**src/rtl/reg_file.sv**
```systemverilog
// reg_file: 32 x XLEN RV32I integer register file for the single-cycle core.
//   clk, rst_n          : core clock; asynchronous active-low reset
//   rs1_addr/rs1_data   : read port 1, combinational (optional write-first bypass)
//   rs2_addr/rs2_data   : read port 2, combinational (optional write-first bypass)
//   wr_en/wr_addr/wr_data : synchronous write port, x0 writes are dropped
//   dbg_addr/dbg_data   : debug read port, combinational, never bypassed
// x0 has no storage. x2 (sp) resets to SP_RESET and every other register resets to 0.

// One read port. rf[0] is tied to zero by the parent, but addr 0 is also
// forced to zero here so that a bypass can never leak onto x0.
module reg_file_rd_port #(
  parameter int XLEN   = 32,
  parameter bit BYPASS = 1'b0
) (
  input  logic [31:0][XLEN-1:0] rf,
  input  logic [4:0]            addr,
  input  logic                  wr_en,
  input  logic [4:0]            wr_addr,
  input  logic [XLEN-1:0]       wr_data,
  output logic [XLEN-1:0]       data
);
  always_comb begin
    data = rf[addr];
    if (addr == 5'd0)                              data = '0;
    else if (BYPASS && wr_en && (wr_addr == addr)) data = wr_data;
  end
endmodule

module reg_file #(
  parameter int              XLEN     = 32,
  parameter logic [XLEN-1:0] SP_RESET = '0,
  parameter int              BYPASS   = 0
) (
  input  logic            clk,
  input  logic            rst_n,
  input  logic [4:0]      rs1_addr,
  input  logic [4:0]      rs2_addr,
  output logic [XLEN-1:0] rs1_data,
  output logic [XLEN-1:0] rs2_data,
  input  logic            wr_en,
  input  logic [4:0]      wr_addr,
  input  logic [XLEN-1:0] wr_data,
  input  logic [4:0]      dbg_addr,
  output logic [XLEN-1:0] dbg_data
);
  // Ports 0/1 are rs1/rs2, port 2 is debug.
  localparam int NUM_PORTS = 3;

  logic [31:1][XLEN-1:0]          regs;
  logic [31:0][XLEN-1:0]          rf;
  logic                           wr_live;
  logic [NUM_PORTS-1:0][4:0]      rd_addr;
  logic [NUM_PORTS-1:0][XLEN-1:0] rd_data;

  // 32-entry view with x0 hard-wired, so the full 5-bit address decodes.
  assign rf = {regs, {XLEN{1'b0}}};

  // The write is dead while reset is held, so the bypass path must also see it
  // as dead; otherwise reads would show the lost write instead of the reset state.
  assign wr_live = wr_en & rst_n;

  assign rd_addr  = {dbg_addr, rs2_addr, rs1_addr};
  assign rs1_data = rd_data[0];
  assign rs2_data = rd_data[1];
  assign dbg_data = rd_data[2];

  always_ff @(posedge clk or negedge rst_n) begin
    if (!rst_n) begin
      for (int i = 1; i < 32; i++) regs[i] <= (i == 2) ? SP_RESET : '0;
    end else begin
      // Index 0 is never visited, so an x0 write falls through.
      for (int i = 1; i < 32; i++)
        if (wr_en && (wr_addr == 5'(i))) regs[i] <= wr_data;
    end
  end

  generate
    for (genvar g = 0; g < NUM_PORTS; g++) begin : g_rd
      reg_file_rd_port #(
        .XLEN  (XLEN),
        .BYPASS((BYPASS != 0) && (g < 2))
      ) u_rd (
        .rf     (rf),
        .addr   (rd_addr[g]),
        .wr_en  (wr_live),
        .wr_addr(wr_addr),
        .wr_data(wr_data),
        .data   (rd_data[g])
      );
    end
  endgenerate
endmodule

```
**config.mk**
```make
export PLATFORM = sky130hd
export DESIGN_NAME = reg_file
export DESIGN_NICKNAME = d
export VERILOG_FILES = /design/src/rtl/reg_file.sv
export SDC_FILE = /design/constraint.sdc
export NUM_CORES = 2
export LEC_CHECK = 0
export CAP_MARGIN = 5
export CORE_MARGIN = 5
export CORE_UTILIZATION = 50
export DETAILED_ROUTE_END_ITERATION = 6
export PLACE_DENSITY = 0.7
export SLEW_MARGIN = 20
export SYNTH_ARGS = -nofsm -noshare
export SYNTH_HDL_FRONTEND = slang
export SYNTH_HIERARCHICAL = 1
export SYNTH_SLANG_ARGS = --single-unit
```
**constraint.sdc**
```tcl
create_clock -name clk -period 2.3 [get_ports clk]
set_input_delay 0.46 -clock clk [delete_from_list [all_inputs] [get_ports clk]]
set_output_delay 0.46 -clock clk [all_outputs]
set_load 0.02 [all_outputs]
```
After elaboration in Yosys (flattened, before gate mapping)
Index checks and enable logic that the tools add are counted.

word-level totals
  register bits = 992
  bits of input ports = 55
  logic and storage cells = 108

cells by class
  magnitude comparators = 3
  eq/ne operators = 31
  multiplexer cells = 9
  reductions and logical operators = 34

operator list
  operator            count
  $bmux 32 s5         3
  $mux 32             6
  $eq 5x5->1 const B  16
  $eq 5x4->1 const B  8
  $logic_and 1x1->1   31
  $eq 5x3->1 const B  4
  $lt 5x6->1 const B  3
  $logic_not 5->1     3
  $eq 5x2->1 const B  2
  $eq 5x1->1 const B  1

Depth between registers and ports, before layout
  word-level depth = 3
  gate-level depth with buffers = 7

Hierarchy
Netlist, hierarchy kept.

modules (own cells, without submodules)
  module            times used  cells an instance  area an instance (um^2)
  reg_file          1           2237               37258.2
  reg_file_rd_port  3           664                8368.0

Worst setup path before layout
Ideal clock, no wire load.

  path type = input to output
  from = input dbg_addr[0]
  to = output dbg_data[13]
  arrival time = 2.029 ns
  data required time = 1.840 ns
  slack = -0.189 ns
  cell stages on the path = 7
  cell sequence = buf_4 > inv_2 > buf_4 > buf_4 > clkbuf_1 > o2111ai_1 > a311oi_1

between the ends
  longest elaborated chain between the ends = 3
  elaborated cells between the ends (all ways) = 4
  those cells by class = 3 x mux; 1 x reduce/logical

ends and longest elaborated chain
  element                        line  RTL
  start, declared                43    input logic [4:0] dbg_addr,
  $bmux 32 s5                    23    data = rf[addr];
  $mux 32 (not written as such)  23
  $mux 32 *                      24    if (addr == 5'd0) data = '0;
  end, declared                  44    output logic [XLEN-1:0] dbg_data

Mark *: on every way between the ends. The rest lies on a longest branch, timed or not. The select of a mux whose other input is x is not followed.

Worst setup path in the final report
  from = input dbg_addr[2]
  to = output dbg_data[13]

Same word-level chain as after synthesis.

==> results.md <==
* Outcome: finished with violations
* Failing checks: negative setup slack
* Cell row count at 129
* Longest Clk Path Bufs at 3
* DR vias at 47700
* Die ar. at 0.132 mm2
* DP HPWL at 163 mm
* GPL Wtd Cong at 0.949
* Clk sink count at 992
* Setup violations, final at 96
* Flop2flop setup slack at 1290 ps
* DIE WIDTH at 363 um
* Avg WL per Cell at 35.8 um
* Largest regs: regs (992)
* CTS tree: yes
* Final period utilization at 1.30
* Clk slew on worst S/H paths at 70 ps
* DRC Markers at 0
* Worst vdd ir at 0.000661 V
* Fillers at 8600
* Worst path arrival time at 2540 ps
* Placeable Area at 0.124 mm2
* RR Endpoint: regs[347]
* Fin worst setup slack at -701 ps
* Critical path endpoint category: primary output
* Startpoint Class: input pin
* Synth Instances at 4228
* Switch share at 0.305
* Clk_skew at 0 ps
* H-tree depth at 3
* Hold Worst Slack at 147 ps
* Worst skew pair latency at 730 ps
* Ys Warns at 6
* Worst-path fanout max at 18
* Final Util at 0.646
* Die H at 363 um
* Slew Limit Fails at 0
* Critical path class: in -> out
* Net switching power at 18.8 mW
* Syn Std Cell Area at 0.0624 mm2
* Worst min path class: in -> async
* Reg power frac at 0.394
* Initial antenna violation count at 4
* Boundary Pins at 151
* Grt ovf at 0
* Fmax at 333 MHz
* Power per cell area at 770 mW/mm2
* CP max-delay cell: a311oi_4
* Layout cell share with drive strength beyond 1 at 0.661
* Power share of the clock group at 0.311
* R2R depth at 3
* Area growth, synth to finish at 28.3%
* Commonest non-fill, non-tap cell in the layout: dfrtp_1
* CP Cell Sequence: buf_12 > buf_12 > or4_4 > buf_6 > buf_4 > o21ai_4 > a311oi_4 > buf_6
* All-Layer GR Usage at 0.359
* Crit-path max cell delay at 510 ps
* Combinational power share at 0.296
* R2r startpoint: regs[347]
* Starting Density at 0.504
* First-pass GRT wire length at 345 mm
* Initial DRT Pass Iterations at 5
* Vias per cell at 7.14
* Max-cap violations at 0
* Clock Tree Root: clkbuf_16
* Required time of the critical path at 1840 ps
* Final hold violation count at 0
* Internal power at 42.8 mW
* Setup_tns at -52810 ps
* Port bufs at 150
* Avg Cell Area, Syn at 14.7 um2
* Vias in the first global route at 48500
* Fin crit period at 3000 ps
* Relative slew slack at 0.493
* Leak pwr at 33.9 nW
* Unrepaired setup endpoints after global routing: yes
* Number of flip-flops under the largest register name at 992
* Num CTS Buffers at 111
* CP top delay family: buffers and inverters
* Most frequent cells in the layout: dfrtp_1, mux2_2, buf_4, mux4_2, buf_12
* Register name with the most flops: regs
* Final nets at 5010
* Final ANT Viol Nets at 0
* Worst Tran Pin Value at 759 ps
* Largest net degree at the start of global routing at 94
* Drt total wl at 239 mm
* Iter 0 DRT Violations at 6469
* Crit path buf inv count at 5
-- worst register-to-register path, stage by stage, from the launching register on --
cell	delay [ps]
dfrtp_1	400
buf_6	130
buf_4	120
mux2_2	250
-- power by group through the flow --
stage / Sequential, mW / Clock (mW) / Combinational (mW)
after floorplan: 23.2 / 0 / 11.1
after global placement: 23.9 / 0 / 15.9
after detailed placement: 24.3 / 0 / 16.3
after CTS: 24.0 / 19.3 / 17.4
after global routing: 24.6 / 19.9 / 19.0
final: 24.2 / 19.1 / 18.2
-- final cells by class --
cell class                      count  area, um2  area share
Inverter                            3       21.3    0.000266
Sequential cell                   992      24800       0.310
Clock buffer                      145       3100      0.0387
Timing Repair Buffer             1028      11100       0.139
Tap cell                         1637       2050      0.0256
Multi-Input combinational cell   2819      38100       0.476
Antenna cell                        2       5.00   0.0000626
Clock inverter                     56        777     0.00972
-- repair_timing --
action	in CTS	in global routing
hold endpoints to repair	360	0
resized for setup	589	189
setup endpoints to repair	96	96
hold buffers	1	0
pin swaps	103	87
setup buffers	38	17
gates cloned	8	2
-- per-layer routing --
metal / vias up / GRT usage / wire, um
li1: 18400 / - / -
met4: 0 / 0.215 / 17900
met5: - / 0 / 0
met2: 3237 / 0.543 / 108000
met3: 936 / 0.0947 / 26500
met1: 25200 / 0.469 / 86700
-- worst max-delay path by stage --
stage,startpoint,end,cells past startpoint
floorplan,dbg_addr[2],dbg_data[13],6
global placement,dbg_addr[0],dbg_data[3],7
detailed placement,dbg_addr[0],dbg_data[3],7
CTS,regs[461],dbg_data[13],5
global route,regs[675],rs1_data[3],7
finish,dbg_addr[2],dbg_data[13],8
-- per-stage QoR --
step	std cells	instance area [um2]	worst slack [ps]	power, mW
after floorplan	4323	63300	-13.8	34.4
after global placement	6424	72600	-1250	39.9
after global routing	6680	80000	-707	63.6
after detailed placement	6424	72600	-1250	40.5
after CTS	6663	78800	-705	60.6
final	6682	80000	-701	61.6
(Power assumes the default switching activity.)
